<file path="src/rtl/line_buf_pkg.sv">
// Shared constants, state encoding and width helpers for the line buffer sequencer.
package line_buf_pkg;

  localparam int WIDTH      = 640;
  localparam int HEIGHT     = 480;
  localparam int DATA_W     = 30;
  localparam int CENTER_LAG = 2 * WIDTH - 2;

  typedef enum logic [1:0] {IDLE, STREAM, FLUSH, DONE} state_e;

  // Counter width able to hold 0..n-1, never narrower than one bit.
  function automatic int cnt_w(input int n);
    return (n < 2) ? 1 : $clog2(n);
  endfunction

  localparam int X_W = cnt_w(WIDTH);
  localparam int Y_W = cnt_w(HEIGHT);
  localparam int N_W = cnt_w(WIDTH * HEIGHT + CENTER_LAG);

endpackage

</file>
<file path="src/rtl/line_buffer_ctrl_if.sv">
// Pixel stream handshake into the line buffer sequencer.
interface line_buffer_ctrl_if #(
  parameter int PIX_W = line_buf_pkg::DATA_W
) ();

  logic             in_valid;
  logic             in_sof;
  logic [PIX_W-1:0] in_data;
  logic             in_ready;

  modport master (output in_valid, output in_sof, output in_data, input in_ready);
  modport slave  (input in_valid, input in_sof, input in_data, output in_ready);

endinterface

</file>
<file path="src/rtl/line_buffer_ctrl_window_pos_counter.sv">
// Centre-pixel coordinate tracker: x/y counters that step once per new window,
// plus the registered window-valid and border flags that travel with them.
module window_pos_counter
  import line_buf_pkg::*;
#(
  parameter int FRAME_W = WIDTH,
  parameter int FRAME_H = HEIGHT
) (
  input  logic                        clock,
  input  logic                        reset_n,
  input  logic                        win_stb,    // a shift is producing a frame-pixel window
  input  logic                        win_first,  // that window is pixel 0 of the frame
  output logic                        grid_valid,
  output logic [cnt_w(FRAME_W)-1:0]   center_x,
  output logic [cnt_w(FRAME_H)-1:0]   center_y,
  output logic                        border
);

  localparam int XW = cnt_w(FRAME_W);
  localparam int YW = cnt_w(FRAME_H);
  localparam logic [XW-1:0] X_LAST = XW'(FRAME_W - 1);
  localparam logic [YW-1:0] Y_LAST = YW'(FRAME_H - 1);

  logic [XW-1:0] x_q, x_d;
  logic [YW-1:0] y_q, y_d;
  logic          border_q, border_d;
  logic          valid_q, valid_d;

  // Next coordinates: restart at the first window, otherwise raster-step; hold when idle.
  always_comb begin
    x_d      = x_q;
    y_d      = y_q;
    border_d = border_q;
    valid_d  = win_stb;
    if (win_stb) begin
      if (win_first) begin
        x_d = '0;
        y_d = '0;
      end else if (x_q == X_LAST) begin
        x_d = '0;
        y_d = y_q + 1'b1;
      end else begin
        x_d = x_q + 1'b1;
      end
      border_d = (x_d == '0) || (x_d == X_LAST) || (y_d == '0) || (y_d == Y_LAST);
    end
  end

  // Coordinate, border and valid registers.
  always_ff @(posedge clock or negedge reset_n) begin
    if (!reset_n) begin
      x_q      <= '0;
      y_q      <= '0;
      border_q <= 1'b0;
      valid_q  <= 1'b0;
    end else begin
      x_q      <= x_d;
      y_q      <= y_d;
      border_q <= border_d;
      valid_q  <= valid_d;
    end
  end

  assign grid_valid = valid_q;
  assign center_x   = x_q;
  assign center_y   = y_q;
  assign border     = border_q;

endmodule

</file>
<file path="src/rtl/line_buffer_ctrl.sv">
// Sequencer for a 3-line sliding-window buffer: feeds pixels in, flushes the
// tail of each frame with zeros, and tags every window whose centre is a real
// frame pixel with its coordinates and border status.
module line_buffer_ctrl
  import line_buf_pkg::*;
#(
  parameter int FRAME_W = WIDTH,
  parameter int FRAME_H = HEIGHT,
  parameter int PIX_W   = DATA_W
) (
  input  logic                      clock,
  input  logic                      reset_n,
  line_buffer_ctrl_if.slave         pix,
  output logic                      buf_clken,
  output logic [PIX_W-1:0]          buf_shiftin,
  output logic                      grid_valid,
  output logic [cnt_w(FRAME_W)-1:0] center_x,
  output logic [cnt_w(FRAME_H)-1:0] center_y,
  output logic                      border,
  output logic                      frame_done,
  output logic                      sof_err
);

  localparam int TOTAL = FRAME_W * FRAME_H;
  localparam int LAG   = 2 * FRAME_W - 2;
  localparam int NW    = cnt_w(TOTAL + LAG);
  localparam logic [NW-1:0] LAST_PIX   = NW'(TOTAL - 1);
  localparam logic [NW-1:0] LAST_SHIFT = NW'(TOTAL + LAG - 1);
  localparam logic [NW-1:0] LAG_N      = NW'(LAG);

  state_e        state_q, state_d;
  logic [NW-1:0] n_q, n_d;
  logic [NW-1:0] n_cur;       // index of the shift happening this cycle
  logic          sof_err_q, sof_err_d;
  logic          shift;

  // Next-state, shift strobe and stream-side outputs.
  always_comb begin
    state_d      = state_q;
    n_d          = n_q;
    n_cur        = n_q;
    sof_err_d    = sof_err_q;
    shift        = 1'b0;
    pix.in_ready = 1'b1;
    buf_shiftin  = pix.in_data;
    frame_done   = 1'b0;
    case (state_q)
      IDLE: begin
        if (pix.in_valid) begin
          if (pix.in_sof) begin
            shift   = 1'b1;
            n_cur   = '0;
            state_d = STREAM;
          end else begin
            // Pixel with no frame context is swallowed, never shifted.
            sof_err_d = 1'b1;
          end
        end
      end
      STREAM: begin
        if (pix.in_valid) begin
          shift = 1'b1;
          if (pix.in_sof) begin
            // Abort the running frame; this pixel starts a new one, and
            // restarting n below the lag suppresses stale windows.
            n_cur     = '0;
            sof_err_d = 1'b1;
          end
        end
      end
      FLUSH: begin
        pix.in_ready = 1'b0;
        shift        = 1'b1;
        buf_shiftin  = '0;
        if (n_q == LAST_SHIFT) state_d = DONE;
      end
      DONE: begin
        pix.in_ready = 1'b0;
        frame_done   = 1'b1;
        n_d          = '0;
        state_d      = IDLE;
      end
      default: state_d = IDLE;
    endcase
    if (shift) n_d = n_cur + 1'b1;
    if (shift && (state_q != FLUSH) && (n_cur == LAST_PIX)) state_d = FLUSH;
  end

  // Control registers.
  always_ff @(posedge clock or negedge reset_n) begin
    if (!reset_n) begin
      state_q   <= IDLE;
      n_q       <= '0;
      sof_err_q <= 1'b0;
    end else begin
      state_q   <= state_d;
      n_q       <= n_d;
      sof_err_q <= sof_err_d;
    end
  end

  assign buf_clken = shift;
  assign sof_err   = sof_err_q;

  window_pos_counter #(
    .FRAME_W (FRAME_W),
    .FRAME_H (FRAME_H)
  ) u_pos (
    .clock      (clock),
    .reset_n    (reset_n),
    .win_stb    (shift && (n_cur >= LAG_N)),
    .win_first  (n_cur == LAG_N),
    .grid_valid (grid_valid),
    .center_x   (center_x),
    .center_y   (center_y),
    .border     (border)
  );

endmodule

</file>
<file path="src/flat_wrapper.sv">
// flat-port wrapper written by rule: the top's interface ports become plain ports
module line_buffer_ctrl_flat import line_buf_pkg::*;
#(
  parameter int FRAME_W = WIDTH,
  parameter int FRAME_H = HEIGHT,
  parameter int PIX_W   = DATA_W
)
  (clock, reset_n, buf_clken, buf_shiftin, grid_valid, center_x, center_y, border, frame_done, sof_err, pix_in_valid, pix_in_sof, pix_in_data, pix_in_ready);
  line_buffer_ctrl_if #(.PIX_W(PIX_W)) pix_i ();
  input  logic clock;
  input  logic reset_n;
  output logic buf_clken;
  output logic [PIX_W-1:0] buf_shiftin;
  output logic grid_valid;
  output logic [cnt_w(FRAME_W)-1:0] center_x;
  output logic [cnt_w(FRAME_H)-1:0] center_y;
  output logic border;
  output logic frame_done;
  output logic sof_err;
  input wire logic [$bits(pix_i.in_valid)-1:0] pix_in_valid;
  input wire logic [$bits(pix_i.in_sof)-1:0] pix_in_sof;
  input wire logic [$bits(pix_i.in_data)-1:0] pix_in_data;
  output wire logic [$bits(pix_i.in_ready)-1:0] pix_in_ready;
  assign pix_i.in_valid = pix_in_valid;
  assign pix_i.in_sof = pix_in_sof;
  assign pix_i.in_data = pix_in_data;
  assign pix_in_ready = pix_i.in_ready;
  line_buffer_ctrl #(.FRAME_W(FRAME_W), .FRAME_H(FRAME_H), .PIX_W(PIX_W)) u_core (.clock(clock), .reset_n(reset_n), .pix(pix_i), .buf_clken(buf_clken), .buf_shiftin(buf_shiftin), .grid_valid(grid_valid), .center_x(center_x), .center_y(center_y), .border(border), .frame_done(frame_done), .sof_err(sof_err));
endmodule
</file>
<file path="config.mk">
export PLATFORM = sky130hd
export DESIGN_NAME = line_buffer_ctrl_flat
export DESIGN_NICKNAME = d
export VERILOG_FILES = /design/src/rtl/line_buf_pkg.sv /design/src/rtl/line_buffer_ctrl_if.sv /design/src/rtl/line_buffer_ctrl_window_pos_counter.sv /design/src/rtl/line_buffer_ctrl.sv /design/src/flat_wrapper.sv
export SDC_FILE = /design/constraint.sdc
export NUM_CORES = 1
export LEC_CHECK = 0
export BUFFER_PORTS_ARGS = -buffer_cell sky130_fd_sc_hd__buf_2
export CORE_MARGIN = 4
export CORE_UTILIZATION = 55
export DETAILED_ROUTE_END_ITERATION = 12
export GPL_TIMING_DRIVEN = 0
export PLACE_DENSITY = 0.91
export RECOVER_POWER = 25
export SLEW_MARGIN = 10
export SYNTH_ARGS = -nofsm -noshare
export SYNTH_HDL_FRONTEND = slang
export SYNTH_HIERARCHICAL = 1
export SYNTH_SLANG_ARGS = --single-unit
</file>
<file path="constraint.sdc">
create_clock -name clock -period 7.37 [get_ports clock]
set_input_delay 2.211 -clock clock [delete_from_list [all_inputs] [get_ports clock]]
set_output_delay 2.211 -clock clock [all_outputs]
set_load 0.02 [all_outputs]
</file>
* Yosys cells after proc, flatten, opt, wreduce, memory -nomap -nowiden
Index checks and enable logic that the tools add are counted.
** Cells by class
- Mux-type cells :: 28
- Reductions and logical operators :: 16
- Div/mod/pow operators :: 0
- Eq/ne operators :: 17
- Bitwise gates (word level) :: 0
- $mul :: 0
- $add $sub $neg :: 3
- Shift operators :: 0
- Magnitude comparators :: 1
** Operator list (count)
- 19-bit 2-to-1 mux :: 5
- 19-bit equality test (second input constant) :: 2
- 10-bit 2-to-1 mux :: 3
- 30-bit 2-to-1 mux :: 1
- 9-bit 2-to-1 mux :: 3
- 10-bit equality test (second input constant) :: 2
- 19-bit by 1-bit adder with 19-bit output (second input constant) :: 1
- 19-bit by 11-bit equality test with 1-bit output (second input constant) :: 1
- 19-bit by 11-bit greater-or-equal comparator with 1-bit output (second input constant) :: 1
- 10-bit by 1-bit adder with 10-bit output (second input constant) :: 1
- 10-bit logical NOT :: 1
- 2-bit inequality test (second input constant) :: 5
- 9-bit by 1-bit adder with 9-bit output (second input constant) :: 1
- 9-bit equality test (second input constant) :: 1
- 9-bit logical NOT :: 1
- 1-bit 2-to-1 mux :: 9
- 2-bit 2-to-1 mux :: 4
- 3-bit by 2-bit inequality test with 1-bit output (second input constant) :: 2
- 2-bit one-hot mux with 3 select lines :: 1
- 5-bit AND reduction :: 1
- 2-bit equality test (second input constant) :: 2
- 4-bit AND reduction :: 1
- 2-bit nonzero test :: 2
- 4-bit nonzero test :: 1
- 8 further kinds :: 13
** Word-level totals
- Bits in latches :: 0
- Output and inout bits :: 55
- Memory bits (writable) :: 0
- Register bits :: 43
- Input bits :: 34
- Memories :: 0
- Bits in read-only memories :: 0
- Word-level logic and storage cells :: 72

* Depth between registers and ports, before layout
Gate-level depths: netlist of the first run.
- Word-level depth :: 10
- Depth in mapped cells :: 13
- Gate-level depth less buffers :: 11

* Modules after synthesis
Netlist of the first run, hierarchy kept.
** By module, submodules not included
- line_buffer_ctrl :: times used 1, area each 1774.2 um^2, sequential area each 550.5 um^2, cells an instance 225
- window_pos_counter :: times used 1, area each 1546.5 um^2, sequential area each 525.5 um^2, cells an instance 177

* Least setup slack after synthesis of the first run
OpenSTA, ideal clock, no wires.
- Kind :: input port to output port
- Start point :: input pix_in_sof
- End point :: output buf_clken
- Stages on the path :: 4
- Arrival :: 3.184 ns
- Data required time :: 5.159 ns
- Buffers on the path :: 1
- Slack :: 1.975 ns
- Cells stage by stage :: buf_2 o21a_1 o21ai_0 inv_1
** On the way
- Longest elaborated chain between the ends :: 3
** Ends and longest elaborated chain
- from (decl) :: line flat_wrapper.sv:21 : input wire logic [$bits(pix_i.in_sof)-1:0] pix_in_sof;
- 1-bit 2-to-1 mux :: line line_buffer_ctrl.sv:50 : if (pix.in_sof) begin
- 1-bit 2-to-1 mux :: line line_buffer_ctrl.sv:49 : if (pix.in_valid) begin
- 1-bit one-hot mux with 3 select lines :: line line_buffer_ctrl.sv:47 : case (state_q)
- to (decl) :: line flat_wrapper.sv:12 : output logic buf_clken;
Every way passes these cells.

* Final worst setup path of the first run
Ends and elaborated chain as after synthesis.

==> results of run 1 <==
routing by layer:
layer	global-route usage, %	wire length, µm	vias to the layer above
li1	-	-	1696
met1	32.0	3840	1727
met2	45.4	4730	205
met3	4.90	774	33
met4	10.1	273	0
met5	0	0	-
cell usage after synthesis (all sizes together) (4+ instances only):
| cell type | instances |
|---|---|
| mux2i | 4 |
| o2bb2ai | 5 |
| ha | 4 |
| clkbuf | 20 |
| nand2b | 4 |
| inv | 17 |
| or4 | 6 |
| o311a | 4 |
| or3 | 5 |
| nand4 | 15 |
| nor4 | 11 |
| a21oi | 18 |
| o21ai | 14 |
| o31ai | 11 |
| buf | 9 |
| o22ai | 6 |
| xnor2 | 10 |
| a221o | 4 |
| dfrtp | 43 |
| o211ai | 5 |
| nand3 | 22 |
| nand2 | 33 |
| nor2 | 24 |
| and3 | 5 |
| nor3 | 14 |
| and2 | 35 |
registers in the layout, summed over array words and instances (netlist names):
register and flops:
u_core/n_q 19, u_core/sof_err 1, u_core/state_q 2, u_core/u_pos/border 1
u_core/u_pos/center_x 10, u_core/u_pos/center_y 9, u_core/u_pos/grid_valid 1
worst reg2reg max path, delay by kind of cell, from the launching register on:
family,cells,cell delay [ns]
simple gates,1,0.12
buf+inv,4,1.34
flops,1,0.42
compound gates,4,1.28
path summary, 6_finish.rpt:
check	end	startpoint
max reg2reg	u_core/u_pos/center_y[4]	u_core/state_q[0]
max in group asynchronous	u_core/n_q[0]	reset_n
max	buf_clken	pix_in_sof
min in group asynchronous	u_core/u_pos/center_x[3]	reset_n
min reg2reg	u_core/sof_err	u_core/sof_err
min	u_core/sof_err	u_core/sof_err
power by group:
part	switching [W]	internal, W	total, W
sequential	0.0000164	0.000247	0.000263
combinational	0.0000686	0.0000399	0.000109
clock	0.0000859	0.000136	0.000222
total	0.000171	0.000423	0.000593
per-stage QoR:
stage          utilization, %  setup slack (ns)  cells  total power, W
2_1_floorplan               -              1.97    402        0.000333
3_3_place_gp             65.3              1.35    563        0.000371
3_5_place_dp             65.3              1.39    563        0.000374
4_1_cts                  67.6              1.39    571        0.000596
5_1_grt                  67.5              1.07    571        0.000621
6_report                 67.5              1.22    571        0.000593
layout make-up:
cell class	count	area share [%]
Sequential cell	43	27.1
Tap cell	75	2.36
Inverter	17	1.61
Timing Repair Buffer	86	10.8
Multi-Input combinational cell	312	50.6
Buffer	30	4.25
Clock inverter	2	1.51
Clock buffer	6	1.83
logic make-up after synthesis:
family | count (synthesis) | share of synthesized area, %
adder cells (fa/ha/maj) | 4 | 1.51
AO/OA/AOI/OAI | 100 | 21.7
buffers and inverters | 47 | 7.05
flip-flops | 43 | 32.4
XOR/XNOR | 11 | 2.90
AND/OR/NAND/NOR | 191 | 32.6
multiplexers | 6 | 1.88
==> impl_results.md, run 1 <==
* Status: complete, but fails checks
* Failing checks: capacitance limit, slew limit
* Vias in the first global route at 3458
* Ant. Diodes at 0
* Core Area at about 6000 µm²
* Max Clk Rate at about 0.16 GHz
* Reg2reg path depth at 9
* Worst path required time at between 5 and 6 ns
* Fin crit period at 6.15 ns
* Slowest stage cell, crit path: o21ai_0
* CP Depth at 5
* Leakage at approximately 1.7 nW
* First-pass GRT wire length at 15.9 mm
* CTS Buffer Depth at 2
* Pre-antenna DRT Iters at 5
* Crit share post-route at 83.5%
* Finished layout cell area at 3980 µm²
* Post-route ant nets at 0
* Syn Inst Count at 402
* Max_cap viols at 1
* Post-DP Area at 3840 µm²
* Initial antenna violation count at 0
* Cell taking the most area after synthesis: dfrtp_1
* Largest net degree at the start of global routing at 44
* CP arrival at 3.94 ns
* Post-CTS sizing at 0
* Layout net count at 533
* Crit-path cells: clkbuf_1 > o21a_1 > o21ai_0 > inv_1 > buf_2
* Area Overhead vs Synth at 19.7%
* Relative slew slack at -57.3%
* CTS Hold Buffers Added at 0
* Hold WS at 0.473 ns
* Register area share after synthesis at 32.4%
* Synth top area share at 32.4%
* Root Driver: clkbuf_8
* Syn avg cell area at roughly 8.3 µm²
* Worst-Skew Late Latency at ~0.30 ns
* Final Hold Viols at 0
* H-tree depth at 2
* Layout cells sized above 1 at 23.6%
* Setup TNS at 0 ns
* Primary FF master, synth: dfrtp_1
* Slew Viols, Final at 44
* WL final at 9.62 mm
* Synth warn at 6
* Final-report setup violation count at 0
* I/O pin total at 89
* Die width at 85.7 µm
* Remaining Overflow, GRT at 0
* Fillers at between 400 and 500
* DRC Markers at 0
* Hold path depth at 1
* Post-synth net total at 440
* CTS tree: done
* Die area at ~7300 µm²
* Worst Path Class, Setup: in2out
* FF/Latch Area at 1080 µm²
* Async SR Flop Fraction at 100%
* CP Max Fanout at 10
* Via-to-Cell Ratio at 6.41
* Post-CTS setup buffers at 0
* Pwr dens at between 100 and 150 nW/µm²
* Worst hold path type: reg2reg
* R2r setup slk at 4.12 ns
* Gr usage total at 26.1%
* FF+latch count, synth at 43
* Buffers on Ports at 86
* Distinct cells, synth at 71
* Reg clk slew, reported paths at 0.08 ns
* Worst VDD drop at 0.108 mV
* Routed len/inst at 16.8 µm
* Commonest non-fill, non-tap cell in the layout: buf_2
* Netlist Area Pre-Place at about 3300 µm²
* Num rows at 28
* Die height at around 86 µm
* DP HPWL at 7.17 mm
* Area contributors post-synth: dfrtp_1 32%, and2_1 6.4%, nand2_1 3.5%
* Buf+Inv Stages, Crit Path at 3
* Initial Util at approximately 56%
* Max incr delay on CP at 0.67 ns
* Most frequent cells in the layout: 91 x buf_2, 43 x dfrtp_1, 34 x and2_1
* Critical path capture point type: output pin
* Initial DRC count at 279
* Clock skew at 0.0129 ns
* Via count at approximately 3700
* RSZ-0062 raised after global routing: false
* Critical Path Start Type: input port
* Clk sinks at 43
* Clock buffer count from CTS at 5
* Least-Margin Pin Slew at 2.36 ns
* Multi-input logic area at about 2000 µm²
* GPL Wtd Cong at 0.975
* Delay-heaviest family, CP: compound AO/OA/AOI/OAI gates
* Number of enable flip-flop cells after synthesis at 0
(Power assumes the default switching activity.)
==> run 2, diff against run 1 <==
- CORE_UTILIZATION: 55 -> 54
- PLACE_DENSITY: 0.91 -> 0.9
- clock period: 7.37 -> 5.75 ns (I/O delays scaled with it)
==> impl_results.md, run 2 (synthesis gave the netlist of run 1 again) <==
* Status: complete, but fails checks (unchanged)
* Failing checks: capacitance limit, slew limit (unchanged)
* First-pass GRT wire length at 16.0 mm (was 15.9 mm)
* DRC Markers at 0 (unchanged)
* CP Max Fanout at 10 (unchanged)
* Die height at 86.4 µm (was 85.7 µm)
* Final Hold Viols at 0 (unchanged)
* Initial Util at 55.8% (was 56.4%)
* Relative slew slack at -54.3% (was -57.3%)
* Reg clk slew, reported paths at 0.09 ns (was 0.08 ns)
* Vias in the first global route at 3494 (was 3458)
* Gr usage total at 26.0% (was 26.1%)
* Routed len/inst at 16.8 µm (about the same)
* Worst Path Class, Setup: in2out (unchanged)
* Worst VDD drop at 0.134 mV (was 0.108 mV)
* Met3 wire length at 928 µm (was 774 µm)
* Largest Register: u_core/n_q (unchanged)
* Via count at 3619 (was 3661)
* Delay-heaviest family, CP: compound AO/OA/AOI/OAI gates (unchanged)
* Buf+Inv Stages, Crit Path at 3 (unchanged)
* Least-Margin Pin Slew at 2.31 ns (was 2.36 ns)
* Comb power frac at 20.7% (was 18.3%)
* Initial DRC count at 303 (was 279)
* Die area at 7470 µm² (was 7340 µm²)
* Post-route ant nets at 0 (unchanged)
* CTS Buffer Depth at 2 (unchanged)
* Slew Viols, Final at 44 (unchanged)
* Clock skew at 0.0126 ns (was 0.0129 ns)
* Commonest non-fill, non-tap cell in the layout: buf_2 (unchanged)
* Clock Power Share at 29.5% (was 37.3%)
* Max reg flops at 19 (unchanged)
* WL final at 9.60 mm (was 9.62 mm)
* Buffers on Ports at 86 (unchanged)
* Max_cap viols at 1 (unchanged)
* RSZ-0062 raised after global routing: false (unchanged)
* Worst hold path type: reg2reg (unchanged)
* Leakage at 1.68 nW (was 1.71 nW)
* Worst-Skew Late Latency at 0.31 ns (was 0.30 ns)
* CTS tree: done (unchanged)
* Fin crit period at 5.21 ns
* Ant. Diodes at 0 (unchanged)
* DP HPWL at 7.01 mm (was 7.17 mm)
* Crit-path cells: clkbuf_1 > o21a_1 > o21ai_0 > inv_1 > buf_2 (unchanged)
* Final-report setup violation count at 0 (unchanged)
* Metal2 WL at 4.75 mm (was 4.73 mm)
* Pre-antenna DRT Iters at 5 (unchanged)
* Largest net degree at the start of global routing at 44 (unchanged)
* GPL Wtd Cong at 0.966 (was 0.975)
* Remaining Overflow, GRT at 0 (unchanged)
* Die width at 86.4 µm (was 85.7 µm)
* Highest Signal Layer: met4 (unchanged)
* Critical path capture point type: output pin (unchanged)
* Post-CTS sizing at 0 (unchanged)
* Setup TNS at 0 ns (unchanged)
* CP arrival at 3.49 ns (was 3.94 ns)
* Num rows at 28 (unchanged)
* Initial antenna violation count at 0 (unchanged)
* Crit share post-route at 90.7%
* Via-to-Cell Ratio at 6.34 (was 6.41)
* Sw frac at 33.3% (was 28.8%)
* Layout net count at 533 (unchanged)
* Critical Path Start Type: input port (unchanged)
* Max incr delay on CP at 0.71 ns (was 0.67 ns)
* Core Area at 5960 µm² (was 5890 µm²)
* Switching Power at 0.000226 W (was 0.000171 W)
* H-tree depth at 2 (unchanged)
* Max Clk Rate at approximately 0.19 GHz
* Clock buffer count from CTS at 5 (unchanged)
* Pwr dens at 173 nW/µm² (was 149 nW/µm²)
* Sequential share of power at 49.8% (was 44.4%)
* Slowest stage cell, crit path: o21ai_0 (unchanged)
* CTS Hold Buffers Added at 0 (unchanged)
* Worst path required time at 4.03 ns (was 5.16 ns)
* Met1 Wirelength at 3.69 mm (was 3.84 mm)
* Layout cells sized above 1 at 23.6% (unchanged)
* Most frequent cells in the layout: 91 x buf_2, 43 x dfrtp_1, 34 x and2_1 (unchanged)
* Root Driver: clkbuf_8 (unchanged)
* Clk sinks at 43 (unchanged)
* Power Total at 0.000680 W (was 0.000593 W)
* Post-CTS setup buffers at 0 (unchanged)
* I/O pin total at 89 (unchanged)
* Int Power at 0.000453 W (was 0.000423 W)
* Area Overhead vs Synth at 18.3% (was 19.7%)
==> run 2: cell count changes in the layout (fill, tap and decap cells not counted) <==
cell and delta:
bufinv_16 -2, clkinvlp_4 +1, clkinv_2 +1
==> run 2: per-stage QoR <==
step / utilization [%] / area, µm² / std cells / hold WS (ns) / setup WS, ns
6_report: 65.9 / 3930 / 571 / 0.477 / 0.535
5_1_grt: 65.9 / 3930 / 571 / 0.476 / 0.474
4_1_cts: 66.0 / 3930 / 571 / 0.469 / 0.712
3_5_place_dp: 64.6 / 3840 / 563 / 0.448 / 0.713
3_3_place_gp: 64.6 / 3840 / 563 / 0.447 / 0.665
2_1_floorplan: - / 3320 / 402 / 0.520 / 1.33
==> run 2: final timing paths <==
check	from	endpoint	slack, ns	cells past startpoint
min in group asynchronous	reset_n	u_core/u_pos/center_x[9]	2.11	1
setup / recovery	pix_in_sof	buf_clken	0.54	5
setup reg to reg	u_core/state_q[0]	u_core/u_pos/center_y[3]	2.47	9
max in group asynchronous	reset_n	u_core/n_q[17]	2.32	1
hold reg to reg	u_core/sof_err	u_core/sof_err	0.48	1
hold / removal	u_core/sof_err	u_core/sof_err	0.48	1
==> run 2: final cells by class <==
class                   instances  area, µm²
multi-input cells             312       2010
repair buffers                 86        429
clock inverters                 2       12.5
plain buffers                  30        169
flip-flops and latches         43       1080
fillers                       501       2030
well taps                      75       93.8
clock buffers                   6       72.6
inverters                      17       63.8
==> run 2: worst reg2reg max path, cell delays in order (launching register included) <==
cell	delay [ns]
dfrtp_1	0.42
o21a_1	0.23
o21ai_0	0.71
inv_1	0.34
o21a_1	0.28
inv_1	0.14
clkbuf_1	0.41
clkbuf_1	0.47
nand2_1	0.12
o31ai_1	0.08
==> run 2: power groups by stage <==
stage          logic (W)  registers (W)  clock network (W)
2_1_floorplan  0.0000914       0.000336                  0
3_3_place_gp    0.000135       0.000342                  0
3_5_place_dp    0.000139       0.000343                  0
4_1_cts         0.000139       0.000337           0.000203
5_1_grt         0.000155       0.000340           0.000216
6_report        0.000141       0.000339           0.000200
==> run 2: routing by layer <==
layer	vias up	global-route usage, %
met1	1672	31.3
met4	0	7.65
li1	1689	-
met2	224	45.8
met3	34	6.56
met5	-	0
==> run 3, diff against run 2 <==
- ABC_AREA: default -> 1
- PLACE_DENSITY: 0.9 -> 0.89
==> impl_results.md, run 3 <==
* Worst hold path type: reg2reg (unchanged)
* Post-CTS setup buffers at 0 (unchanged)
* Worst path most repeated cell: buf_2
* Setup WS pre-CTS at 1.16 ns (was 0.713 ns)
* Post-synth net total at 611 (was 440)
* CTS Buffer Depth at 2 (unchanged)
* Adder-cell share of the synthesized area at 1.43% (was 1.51%)
* CTS Hold Buffers Added at 0 (unchanged)
* DP HPWL at 7.29 mm (was 7.01 mm)
* DRC Markers at 0 (unchanged)
* Remaining Overflow, GRT at 0 (unchanged)
* I/O pin total at 89 (unchanged)
* Die width at 88.6 µm (was 86.4 µm)
* GPL Wtd Cong at 0.930 (was 0.966)
* Top-count cell post-synth: nand2_1 (was dfrtp_1)
* Synth Area in Simple Gates at 45.8% (was 32.6%)
* Pre-antenna DRT Iters at 5 (unchanged)
* Slew Viols, Final at 44 (unchanged)
* WL final at 9.55 mm (was 9.60 mm)
* Fin worst setup slack at 1.16 ns (was 0.535 ns)
* Root Driver: clkbuf_8 (unchanged)
* Setup TNS at 0 ns (unchanged)
* Post-CTS sizing at 0 (unchanged)
* Clock skew at 0.0115 ns (was 0.0126 ns)
* Initial antenna violation count at 0 (unchanged)
* Max_cap viols at 1 (unchanged)
* Final Hold Viols at 0 (unchanged)
* Die height at 88.6 µm (was 86.4 µm)
* Leakage at 2.41 nW (was 1.68 nW)
* Multiplexer area fraction after synthesis at 0% (was 1.88%)
* Failing checks: capacitance limit, slew limit (unchanged)
* Cell taking the most area after synthesis: dfrtp_1 (unchanged)
* Distinct cells, synth at 34 (was 71)
* Max reg flops at 19 (unchanged)
* Initial Util at 55.5% (was 55.8%)
* Critical Path Start Type: input port (unchanged)
* Most frequent cells in the layout: 174 x nand2_1, 92 x inv_1, 89 x buf_2 (was 91 x buf_2, 43 x dfrtp_1, 34 x and2_1)
* Commonest cells post-synth: 174 x nand2_1, 92 x inv_1, 81 x nor2_1, 45 x nand3_1, 43 x dfrtp_1 (was 43 x dfrtp_1, 34 x and2_1, 31 x nand2_1, 24 x nor2_1, 21 x nand3_1)
* Num rows at 29 (was 28)
* Worst VDD drop at 0.103 mV (was 0.134 mV)
* FF+latch count, synth at 43 (unchanged)
* Register area share after synthesis at 30.7% (was 32.4%)
* Routed len/inst at 12.8 µm (was 16.8 µm)
* Max incr delay on CP at 0.26 ns (was 0.71 ns)
* H-tree depth at 2 (unchanged)
* Max Clk Rate at 0.218 GHz (was 0.192 GHz)
* Fillers at 572 (was 501)
* Gr usage total at 23.9% (was 26.0%)
* Status: complete, but fails checks (unchanged)
* Pwr dens at 125 nW/µm² (was 173 nW/µm²)
* Clock buffer count from CTS at 5 (unchanged)
* Final-report setup violation count at 0 (unchanged)
* Vias in the first global route at 3551 (was 3494)
* Syn Inst Count at 573 (was 402)
* Worst-Skew Late Latency at 0.30 ns (was 0.31 ns)
* Area share of xor/xnor cells in the synthesized design at 1.25% (was 2.90%)
* Synth top area share at 30.7% (was 32.4%)
* CP Max Fanout at 10 (unchanged)
* Die area at 7840 µm² (was 7470 µm²)
* Relative slew slack at -55.4% (was -54.3%)
* Least-Margin Pin Slew at 2.33 ns (was 2.31 ns)
* Async SR Flop Fraction at 100% (unchanged)
* Compound-Gate Fraction of Synth Area at 7.64% (was 21.7%)
* Fin crit period at 4.59 ns (was 5.21 ns)
* Clk sinks at 43 (unchanged)
* R2r setup slk at 2.91 ns (was 2.47 ns)
* Worst path required time at 4.03 ns (about the same)
* Syn avg cell area at 6.12 µm² (was 8.26 µm²)
* Critical path capture point type: output pin (unchanged)
* Reg clk slew, reported paths at 0.08 ns (was 0.09 ns)
* CTS tree: done (unchanged)
* Largest Register: u_core/n_q (unchanged)
* CP arrival at 2.86 ns (was 3.49 ns)
* Netlist Area Pre-Place at 3500 µm² (was 3320 µm²)
* Hold WS at 0.479 ns (was 0.477 ns)
* Slowest stage cell, crit path: buf_2 (was o21ai_0)
* Area Overhead vs Synth at 17.7% (was 18.3%)
* Number of enable flip-flop cells after synthesis at 0 (unchanged)
* Crit share post-route at 79.8% (was 90.7%)
* First-pass GRT wire length at 15.2 mm (was 16.0 mm)
* Via count at 3940 (was 3619)
* Synth warn at 6 (unchanged)
* Combinational family with the most area after synthesis: simple AND/OR/NAND/NOR gates (unchanged)
* Layout net count at 706 (was 533)
* Post-route ant nets at 0 (unchanged)
* Via-to-Cell Ratio at 5.28 (was 6.34)
* Ant. Diodes at 0 (unchanged)
* Layout cells sized above 1 at 21.4% (was 23.6%)
* Largest net degree at the start of global routing at 44 (unchanged)
* Power Total at 0.000516 W (was 0.000680 W)
* Worst Path Class, Setup: in2out (unchanged)
* Primary FF master, synth: dfrtp_1 (unchanged)
* RSZ-0062 raised after global routing: false (unchanged)
* Buffers on Ports at 88 (was 86)
* Initial DRC count at 262 (was 303)
* Crit-path cells: buf_2 > inv_1 > nor2_1 > o21ai_0 > nand2_2 > buf_2 > buf_2 (was clkbuf_1 > o21a_1 > o21ai_0 > inv_1 > buf_2)
* Commonest non-fill, non-tap cell in the layout: nand2_1 (was buf_2)
* Core Area at 6310 µm² (was 5960 µm²)
* Area contributors post-synth: dfrtp_1 31%, nand2_1 19%, inv_1 9.9% (was dfrtp_1 32%, and2_1 6.4%, nand2_1 3.5%)
[run 3: changes by cell type after synthesis, moves of 10 or more]
cell and change:
nor2_2 +10, nand3_1 +24, nor2_1 +57, and2_1 -34
nand2_1 +143, o21ai_0 +17, o31ai_1 -11, inv_1 +75
nor4_1 -10
[run 3: through the flow]
step | std cells | area (µm²) | utilization [%]
3_5_place_dp | 738 | 4040 | 64.0
3_3_place_gp | 738 | 4040 | 64.0
6_report | 746 | 4120 | 65.3
2_1_floorplan | 573 | 3500 | -
5_1_grt | 746 | 4120 | 65.3
4_1_cts | 746 | 4130 | 65.4
[run 3: metal layers]
layer  routed length (µm)  vias to the layer above  GRT usage, %
li1                     -                     1959             -
met3                  664                       28          3.63
met2                 4840                      189          42.7
met4                  172                        0          7.01
met5                    0                        -             0
met1                 3880                     1764          29.8
[run 3: critical path: cells and delay by family]
family                 cells  cell delay (ns)
buffers and inverters      4             0.63
AO/OA/AOI/OAI              1             0.16
AND/OR/NAND/NOR            2             0.33
[run 3: worst paths after layout]
| path | cells past startpoint | endpoint | start |
|---|---|---|---|
| max reg2reg | 19 | u_core/u_pos/border | u_core/state_q[1] |
| min in group asynchronous | 1 | u_core/u_pos/center_x[2] | reset_n |
| min | 2 | u_core/sof_err | u_core/sof_err |
| min reg2reg | 2 | u_core/sof_err | u_core/sof_err |
| max | 7 | buf_clken | pix_in_valid |
| max in group asynchronous | 1 | u_core/u_pos/center_y[1] | reset_n |
[run 3: final cells by class]
cell class,count,area [µm²],share of cell area [%]
clock inverter,2,12.5,0.303
buffer,13,71.3,1.73
sequential,43,1080,26.1
multi-input combinational,414,1970,47.7
tap,77,96.3,2.34
inverter,103,389,9.44
clock buffer,6,72.6,1.76
timing repair buffer,88,438,10.6
[run 3: where the power goes]
group	switching, W	internal [W]	total [W]
sequential	0	0.000302	0.000302
combinational	0.0000128	0.00000918	0.0000220
clock	0.000107	0.0000851	0.000192
[run 3: kinds of logic (layout without fill, tap and decap cells)]
family,Yosys count,in the layout
AND/OR/NAND/NOR,355,355
buffers and inverters,116,212
AO/OA/AOI/OAI,50,50
flip-flops,43,43
XOR/XNOR,5,5
adder cells (fa/ha/maj),4,4
